### config.mk
export PLATFORM = sky130hd
export DESIGN_NAME = systolic_seq_flat
export DESIGN_NICKNAME = d
export VERILOG_FILES = /design/src/rtl/systolic_seq_if.sv /design/src/rtl/systolic_seq.sv /design/src/flat_wrapper.sv
export SDC_FILE = /design/constraint.sdc
export NUM_CORES = 1
export LEC_CHECK = 0
export BUFFER_PORTS_ARGS = -buffer_cell sky130_fd_sc_hd__buf_2
export CORE_ASPECT_RATIO = 1.2
export CORE_MARGIN = 2
export CORE_UTILIZATION = 60
export DETAILED_ROUTE_END_ITERATION = 8
export PLACE_DENSITY_LB_ADDON = 0.1
export SLEW_MARGIN = 20
export SYNTH_ARGS = -nofsm -noshare
export SYNTH_HDL_FRONTEND = slang
export SYNTH_SLANG_ARGS = --single-unit
### constraint.sdc
create_clock -name clk -period 3.66 [get_ports clk]
set_input_delay 0.183 -clock clk [delete_from_list [all_inputs] [get_ports clk]]
set_output_delay 0.183 -clock clk [all_outputs]
set_load 0.01 [all_outputs]
### src/rtl/systolic_seq_if.sv
// Host-side bus of the systolic sequencer.
//   ld_en/ld_b/ld_addr/ld_data : operand write port (IDLE only)
//   start/busy/done/err        : run control and status
//   res_valid/res_ready        : result handshake
//   res_data/res_idx/res_last  : result payload
// master = host/DMA side, slave = sequencer.
interface systolic_seq_if #(
  parameter int unsigned BW   = 16,
  parameter int unsigned ACCW = 40
);
  logic                   ld_en;
  logic                   ld_b;
  logic [3:0]             ld_addr;
  logic signed [BW-1:0]   ld_data;
  logic                   start;
  logic                   busy;
  logic                   done;
  logic                   err;
  logic                   res_valid;
  logic                   res_ready;
  logic signed [ACCW-1:0] res_data;
  logic [3:0]             res_idx;
  logic                   res_last;

  modport master (
    output ld_en, ld_b, ld_addr, ld_data, start, res_ready,
    input  busy, done, err, res_valid, res_data, res_idx, res_last
  );

  modport slave (
    input  ld_en, ld_b, ld_addr, ld_data, start, res_ready,
    output busy, done, err, res_valid, res_data, res_idx, res_last
  );
endinterface

### src/rtl/systolic_seq.sv
// Sequencer for a 4x4 output-stationary systolic matrix-multiply array.
// Holds the A and B operands, clears the array, feeds A rows west and B columns
// north with diagonal skew, drains the 16 results from the SE corner into a
// local buffer and streams them out over a valid/ready port.
// Ports:
//   clk, rst              : clock, synchronous active-high reset
//   bus (slave)           : operand load, start/busy/done/err, result stream
//   west_in/west_vld      : A feed, one lane per array row
//   north_in/north_vld    : B feed, one lane per array column
//   acc_clr, out_phase    : array controls
//   se_valid, se_c        : results leaving the SE corner during drain
module systolic_seq #(
  parameter int unsigned BW        = 16,
  parameter int unsigned ACCW      = 40,
  parameter int unsigned FLUSH_CYC = 4,
  parameter int unsigned DRAIN_LAT = 4
) (
  input  logic                   clk,
  input  logic                   rst,
  systolic_seq_if.slave          bus,
  output logic signed [BW-1:0]   west_in  [4],
  output logic [3:0]             west_vld,
  output logic signed [BW-1:0]   north_in [4],
  output logic [3:0]             north_vld,
  output logic                   acc_clr,
  output logic                   out_phase,
  input  logic                   se_valid,
  input  logic signed [ACCW-1:0] se_c
);

  // Wide enough for the longest phase (drain) and never below 5 bits.
  localparam int unsigned CntW = $clog2(DRAIN_LAT + FLUSH_CYC + 17);

  localparam logic [CntW-1:0] FeedLast  = CntW'(6);
  localparam logic [CntW-1:0] FlushLast = CntW'(FLUSH_CYC - 1);
  localparam logic [CntW-1:0] DrainLat  = CntW'(DRAIN_LAT);
  localparam logic [CntW-1:0] DrainLast = CntW'(DRAIN_LAT + 15);

  typedef enum logic [2:0] {StIdle, StClr, StFeed, StFlush, StDrain, StOut} state_e;

  state_e                 state_q;
  logic [CntW-1:0]        cnt_q;
  logic                   err_q;
  logic                   res_valid_q;
  logic [3:0]             res_idx_q;
  logic                   res_last_q;
  logic signed [ACCW-1:0] res_data_q;

  logic signed [BW-1:0]   a_buf   [16];
  logic signed [BW-1:0]   b_buf   [16];
  logic signed [ACCW-1:0] res_buf [16];

  logic                   capture;
  logic [3:0]             cap_idx;
  logic [1:0]             skew_k;

  assign capture = (state_q == StDrain) && (cnt_q >= DrainLat);
  assign cap_idx = 4'(cnt_q - DrainLat);

  // Control FSM and registered result-side outputs.
  always_ff @(posedge clk) begin
    if (rst) begin
      state_q     <= StIdle;
      cnt_q       <= '0;
      err_q       <= 1'b0;
      res_valid_q <= 1'b0;
      res_idx_q   <= '0;
      res_last_q  <= 1'b0;
    end else begin
      unique case (state_q)
        StIdle: begin
          if (bus.start) begin
            state_q <= StClr;
            err_q   <= 1'b0;
            cnt_q   <= '0;
          end
        end
        StClr: begin
          state_q <= StFeed;
          cnt_q   <= '0;
        end
        StFeed: begin
          if (cnt_q == FeedLast) begin
            state_q <= StFlush;
            cnt_q   <= '0;
          end else begin
            cnt_q <= cnt_q + 1'b1;
          end
        end
        StFlush: begin
          if (cnt_q == FlushLast) begin
            state_q <= StDrain;
            cnt_q   <= '0;
          end else begin
            cnt_q <= cnt_q + 1'b1;
          end
        end
        StDrain: begin
          if (capture && !se_valid) err_q <= 1'b1;
          if (cnt_q == DrainLast) begin
            state_q     <= StOut;
            cnt_q       <= '0;
            res_valid_q <= 1'b1;
            res_idx_q   <= '0;
            res_last_q  <= 1'b0;
          end else begin
            cnt_q <= cnt_q + 1'b1;
          end
        end
        StOut: begin
          if (bus.res_ready) begin
            if (res_last_q) begin
              state_q     <= StIdle;
              res_valid_q <= 1'b0;
              res_last_q  <= 1'b0;
            end else begin
              res_idx_q  <= res_idx_q + 4'd1;
              res_last_q <= (res_idx_q == 4'd14);
            end
          end
        end
        default: state_q <= StIdle;
      endcase
    end
  end

  // Storage without reset: operands and results survive a reset.
  always_ff @(posedge clk) begin
    if (state_q == StIdle && bus.ld_en) begin
      if (bus.ld_b) b_buf[bus.ld_addr] <= bus.ld_data;
      else          a_buf[bus.ld_addr] <= bus.ld_data;
    end
    if (capture) res_buf[cap_idx] <= se_c;
    // res_buf[0] is long settled by the last drain cycle.
    if (state_q == StDrain && cnt_q == DrainLast) res_data_q <= res_buf[0];
    if (state_q == StOut && bus.res_ready && !res_last_q) begin
      res_data_q <= res_buf[res_idx_q + 4'd1];
    end
  end

  // Array feed decoded straight from state/cnt: lane i carries element t-i.
  always_comb begin
    west_vld  = '0;
    north_vld = '0;
    skew_k    = '0;
    for (int i = 0; i < 4; i++) begin
      west_in[i]  = '0;
      north_in[i] = '0;
    end
    acc_clr   = (state_q == StClr);
    out_phase = (state_q == StDrain);
    if (state_q == StFeed) begin
      for (int i = 0; i < 4; i++) begin
        if (cnt_q >= CntW'(i) && (cnt_q - CntW'(i)) <= CntW'(3)) begin
          skew_k       = 2'(cnt_q - CntW'(i));
          west_vld[i]  = 1'b1;
          west_in[i]   = a_buf[{2'(i), skew_k}];
          north_vld[i] = 1'b1;
          north_in[i]  = b_buf[{skew_k, 2'(i)}];
        end
      end
    end
  end

  assign bus.busy      = (state_q != StIdle);
  assign bus.done      = res_valid_q && bus.res_ready && res_last_q;
  assign bus.err       = err_q;
  assign bus.res_valid = res_valid_q;
  assign bus.res_data  = res_data_q;
  assign bus.res_idx   = res_idx_q;
  assign bus.res_last  = res_last_q;

endmodule

### src/flat_wrapper.sv
// flat-port wrapper written by rule: the top's interface ports become plain ports
module systolic_seq_flat 
#(
  parameter int unsigned BW        = 16,
  parameter int unsigned ACCW      = 40,
  parameter int unsigned FLUSH_CYC = 4,
  parameter int unsigned DRAIN_LAT = 4
)
  (clk, rst, west_in, west_vld, north_in, north_vld, acc_clr, out_phase, se_valid, se_c, bus_ld_en, bus_ld_b, bus_ld_addr, bus_ld_data, bus_start, bus_res_ready, bus_busy, bus_done, bus_err, bus_res_valid, bus_res_data, bus_res_idx, bus_res_last);
  systolic_seq_if #(.BW(BW), .ACCW(ACCW)) bus_i ();
  input  logic clk;
  input  logic rst;
  output logic signed [BW-1:0] west_in[4];
  output logic [3:0] west_vld;
  output logic signed [BW-1:0] north_in[4];
  output logic [3:0] north_vld;
  output logic acc_clr;
  output logic out_phase;
  input  logic se_valid;
  input  logic signed [ACCW-1:0] se_c;
  input wire logic [$bits(bus_i.ld_en)-1:0] bus_ld_en;
  input wire logic [$bits(bus_i.ld_b)-1:0] bus_ld_b;
  input wire logic [$bits(bus_i.ld_addr)-1:0] bus_ld_addr;
  input wire logic [$bits(bus_i.ld_data)-1:0] bus_ld_data;
  input wire logic [$bits(bus_i.start)-1:0] bus_start;
  input wire logic [$bits(bus_i.res_ready)-1:0] bus_res_ready;
  output wire logic [$bits(bus_i.busy)-1:0] bus_busy;
  output wire logic [$bits(bus_i.done)-1:0] bus_done;
  output wire logic [$bits(bus_i.err)-1:0] bus_err;
  output wire logic [$bits(bus_i.res_valid)-1:0] bus_res_valid;
  output wire logic [$bits(bus_i.res_data)-1:0] bus_res_data;
  output wire logic [$bits(bus_i.res_idx)-1:0] bus_res_idx;
  output wire logic [$bits(bus_i.res_last)-1:0] bus_res_last;
  assign bus_i.ld_en = bus_ld_en;
  assign bus_i.ld_b = bus_ld_b;
  assign bus_i.ld_addr = bus_ld_addr;
  assign bus_i.ld_data = bus_ld_data;
  assign bus_i.start = bus_start;
  assign bus_i.res_ready = bus_res_ready;
  assign bus_busy = bus_i.busy;
  assign bus_done = bus_i.done;
  assign bus_err = bus_i.err;
  assign bus_res_valid = bus_i.res_valid;
  assign bus_res_data = bus_i.res_data;
  assign bus_res_idx = bus_i.res_idx;
  assign bus_res_last = bus_i.res_last;
  systolic_seq #(.BW(BW), .ACCW(ACCW), .FLUSH_CYC(FLUSH_CYC), .DRAIN_LAT(DRAIN_LAT)) u_core (.clk(clk), .rst(rst), .bus(bus_i), .west_in(west_in), .west_vld(west_vld), .north_in(north_in), .north_vld(north_vld), .acc_clr(acc_clr), .out_phase(out_phase), .se_valid(se_valid), .se_c(se_c));
endmodule
==> metrics list <==
* Result of the run: finished, final reports clean
- For this block, the routed nets add up to roughly 100000 um of wire.
- Pwr Density: 509.7 nW/um^2
- Cell types with the largest area share after synthesis: sky130_fd_sc_hd__edfxtp_1 (77%), sky130_fd_sc_hd__mux4_2 (14%), sky130_fd_sc_hd__nor2b_1 (1.7%), sky130_fd_sc_hd__nand2_1 (1.4%), sky130_fd_sc_hd__a211o_1 (0.75%)
- Number of remaining DRC errors: 0
- By startpoint and endpoint, the worst setup path is classified as reg -> out.
- In the layout the commonest cells are sky130_fd_sc_hd__edfxtp_1 (1192), sky130_fd_sc_hd__mux4_2 (288), sky130_fd_sc_hd__buf_2 (253).
- Sinks on Clock Net: around 1200
- For this run the aggregate overflow at the end of global routing stands at 0.
- Area growth from synthesis to final layout: 14.91%
- Reg-to-Reg End: u_core.bus.res_data[9]
- After synthesis, the largest family of logic cells by area is multiplexers.
- Summed over its instances, the top area cell type makes up between 70% and 80% of the synthesized netlist area.
- Post-DR vias/cell: 6.210
- The first global-routing pass estimated 152500 um of wire.
* Number of failing setup endpoints in the final timing report: 0
* Standard cell core area: approximately 77000 um^2
* Maximum fanout along the worst path: 13
- Residual antenna-violating net count after detailed routing: 0
- Of the total synthesized cell area, the portion taken by AND, OR, NAND and NOR gates is 4.432%.
- Number of instances in the synthesized netlist: 2222
- The die covers about 80000 um^2.
- Of all cell types, the one taking the most synthesized area is sky130_fd_sc_hd__edfxtp_1.
- IR analysis of the VDD net gives a maximum drop of 0.0004542 V.
- H-tree levels: 3
* Maximum count of clock buffers along a single path: 3
- Across the routed clock network, the largest skew measured is about 0.027 ns.
- Type of the tightest min-delay check: in -> reg
- Measured along the x axis, the die boundary spans 258.4 um.
* Setup slack of the worst register-to-register path: between 0.8 and 0.9 ns
* Starting utilization of the core area: around three fifths
- Count of nets after finishing: 2676
- Rel. slew slack: 32.90%
- The floorplan has 111 rows.
- CTS buffer count: 112
* Post-synthesis mux area share: between 10 and 15%
- Source of the worst register-to-register timing path: u_core.state_q[0]
- Startpoint types: flop
- Via count of the first global-routing pass: about 24000
- Vertical die dimension: 309.3 um
- Data arrives at the worst endpoint at 3.29 ns.
- Placed inst area: 49590 um^2
* #FFs+latches synth: 1209
- P_leak: 17.58 nW
* DR vias: about 23000
- Before CTS, the worst setup slack after placement is 0.9314 ns.
- Overall track demand over capacity in global routing: 26.41%
- TritonCTS built the clock tree.
* Hold Path Depth: 1
- During placement, the flow inserted port buffers numbering about 250.
- Later-pin clock latency in the skew report: a little under 0.7 ns
- STA puts the critical path data required time at 3.48 ns.
- Clock-pin slew on the worst setup and hold paths: roughly 0.060 ns
- Summing the areas of all xor and xnor instances in the mapped netlist gives 0.1503% of the synthesized area.
- The tool flagged a number of max-cap violations equal to 0.
- 254 I/O pins were placed.
- The worst hold path terminates at u_core.a_buf[14][2].
- Avg Synthesized Cell Area: roughly 21 um^2
* Initial antenna violation count: 5
- Kind of end point of the critical path: output pin
- After routing the design area is 53570 um^2.
- In this run, distinct cell masters in the synthesized netlist total 48.
* First DRT Iteration DRCs: 2274
- Maximum number of pins on one net before global-route repair: roughly 110
* Root buffer cell: sky130_fd_sc_hd__clkbuf_16
- The share of the Yosys chip area taken by registers is 77.52%.
- After layout, the worst path uses 94.92% of the clock period.
- Worst Max-Slew Pin Slew: 1.006 ns
- Reg2reg path depth: 6
- Leaving out fill and tap cells, the most frequent cell in the layout is sky130_fd_sc_hd__edfxtp_1.
* Number of enable flip-flop cells after synthesis: between 1000 and 1500
- HPWL after DPL: 58310 um
- Post-Syn Area: around 47000 um^2
- Synthesis produced a netlist with a net count of 2301.
* Gpl congestion: 0.8145
- The startpoint identified for the worst hold timing path is bus_ld_data[2].
- Number of hold violations in the final report: 0
- Fraction of the mapped netlist area in compound gates: 2.338%
- Slew Limit Fails: 0
- For this run, the top clock speed supported by timing is approximately 290 MHz.
- Router iterations before antenna repair: 6
* Primary FF master, synth: sky130_fd_sc_hd__edfxtp_1
- Accumulated negative setup slack: 0 ns
* Post-Synth Adder-Cell Area: 0.3221%
- DR WL/cell: 28.27 um
- Slack of the critical path: 0.1858 ns
- Cells with a size suffix above 1 make up 31.66% of the layout.
- Async S/R FF share, synth: 0%
- Yosys printed 0 warnings.
- Clock period minus final worst setup slack: 3.474 ns
==> registers in the layout, indices dropped and copies added (netlist names), named ones only <==
| signal | count |
|---|---|
| u_core.bus.res_last | 1 |
| u_core.res_buf | 640 |
| u_core.state_q | 3 |
| u_core.bus.res_idx | 4 |
| u_core.cnt_q | 5 |
| u_core.bus.res_valid | 1 |
| u_core.bus.res_data | 40 |
| u_core.b_buf | 256 |
| u_core.bus.err | 1 |
| u_core.a_buf | 256 |
==> through the flow <==
stage	hold WS, ns	util (%)	cells	total power, W
2_1_floorplan	0.2521	-	2222	0.01605
3_3_place_gp	0.4718	64.68	3454	0.01643
3_5_place_dp	0.4869	64.68	3454	0.01646
4_1_cts	0.06281	69.81	3704	0.02752
5_1_grt	0.1012	69.86	3705	0.02808
6_report	0.1051	69.87	3707	0.02730
==> report_power, final <==
part	switching, W	internal, W	leakage, nW
Combinational	0.000550	0.000387	5.03
Clock	0.00481	0.00629	1.69
Sequential	0.0000216	0.0152	10.9
==> per-layer routing <==
layer  share of wire, %  up-vias  track usage (%)
li1                   -     9768                -
met1                 38    12129            35.19
met2                 52      962            44.92
met3                7.4      156            4.812
met4                2.7        6            8.429
met5              0.034        -                0
==> logic make-up (layout without fill, tap and decap cells) <==
kind of cell / Yosys count / in the layout
flip-flops: 1209 / 1209
AND/OR/NAND/NOR: 419 / 419
multiplexers: 289 / 289
AO/OA/AOI/OAI: 150 / 151
buffers and inverters: 135 / 600
adder cells (fa/ha/maj): 12 / 12
XOR/XNOR: 8 / 8
other: 0 / 2
==> area by class of cell <==
class	count	area (um^2)
Multi-Input combinational cell	879	10010
Timing Repair Buffer	382	2601
Antenna cell	2	5.005
Clock buffer	143	2983
Inverter	13	48.80
Clock inverter	62	504.2
Fill cell	4805	23100
Tap cell	1017	1272
Sequential cell	1209	36140
==> critical path: stages (launching register included) <==
cell	delay [ns]
sky130_fd_sc_hd__dfxtp_1	0.60
sky130_fd_sc_hd__inv_1	0.21
sky130_fd_sc_hd__ha_1	0.28
sky130_fd_sc_hd__xnor2_2	0.44
sky130_fd_sc_hd__o2111ai_4	0.45
sky130_fd_sc_hd__buf_4	0.33
sky130_fd_sc_hd__nor2b_1	0.13
sky130_fd_sc_hd__buf_2	0.15
==> synth_stat cells (2+ instances only) <==
| library cell | instances |
|---|---|
| sky130_fd_sc_hd__buf_6 | 5 |
| sky130_fd_sc_hd__and3_1 | 7 |
| sky130_fd_sc_hd__nand2_1 | 180 |
| sky130_fd_sc_hd__nand3_1 | 9 |
| sky130_fd_sc_hd__a31oi_1 | 2 |
| sky130_fd_sc_hd__nor3_1 | 9 |
| sky130_fd_sc_hd__nor2b_1 | 130 |
| sky130_fd_sc_hd__a211o_1 | 40 |
| sky130_fd_sc_hd__inv_1 | 12 |
| sky130_fd_sc_hd__buf_1 | 12 |
| sky130_fd_sc_hd__mux4_2 | 288 |
| sky130_fd_sc_hd__ha_1 | 12 |
| sky130_fd_sc_hd__or3_1 | 3 |
| sky130_fd_sc_hd__and2_1 | 14 |
| sky130_fd_sc_hd__xnor2_1 | 5 |
| sky130_fd_sc_hd__o211ai_1 | 2 |
| sky130_fd_sc_hd__a21oi_1 | 53 |
| sky130_fd_sc_hd__nor2_1 | 48 |
| sky130_fd_sc_hd__edfxtp_1 | 1192 |
| sky130_fd_sc_hd__buf_4 | 4 |
| sky130_fd_sc_hd__nand2b_1 | 4 |
| sky130_fd_sc_hd__dfxtp_1 | 17 |
| sky130_fd_sc_hd__xor2_1 | 3 |
| sky130_fd_sc_hd__a2111o_1 | 2 |
| sky130_fd_sc_hd__nand3b_1 | 3 |
| sky130_fd_sc_hd__a21oi_2 | 40 |
| sky130_fd_sc_hd__buf_2 | 37 |
| sky130_fd_sc_hd__o21ai_0 | 4 |
| sky130_fd_sc_hd__nor3b_1 | 2 |
| sky130_fd_sc_hd__o22ai_1 | 2 |
| sky130_fd_sc_hd__clkbuf_1 | 64 |
==> how the worst max path moves through the flow <==
| stage | start | endpoint | slack [ns] | depth (start not counted) |
|---|---|---|---|---|
| CTS | u_core.cnt_q[2] | north_in[24] | 0.17 | 7 |
| finish | u_core.cnt_q[2] | north_in[27] | 0.19 | 7 |
| global placement | u_core.cnt_q[2] | north_in[23] | 1.03 | 7 |
| detailed placement | u_core.cnt_q[2] | north_in[24] | 0.93 | 7 |
| floorplan | u_core.bus.res_idx[0] | u_core.bus.res_data[30] | 0.79 | 11 |
| global route | u_core.cnt_q[2] | north_in[24] | -0.01 | 7 |
==> what timing repair did <==
item	in CTS	in global routing
hold buffers	45	0
gates resized for setup	0	3
endpoints found under the hold margin	654	0
setup buffers	0	0
setup endpoints to repair	0	2
(Power assumes the default switching activity.)
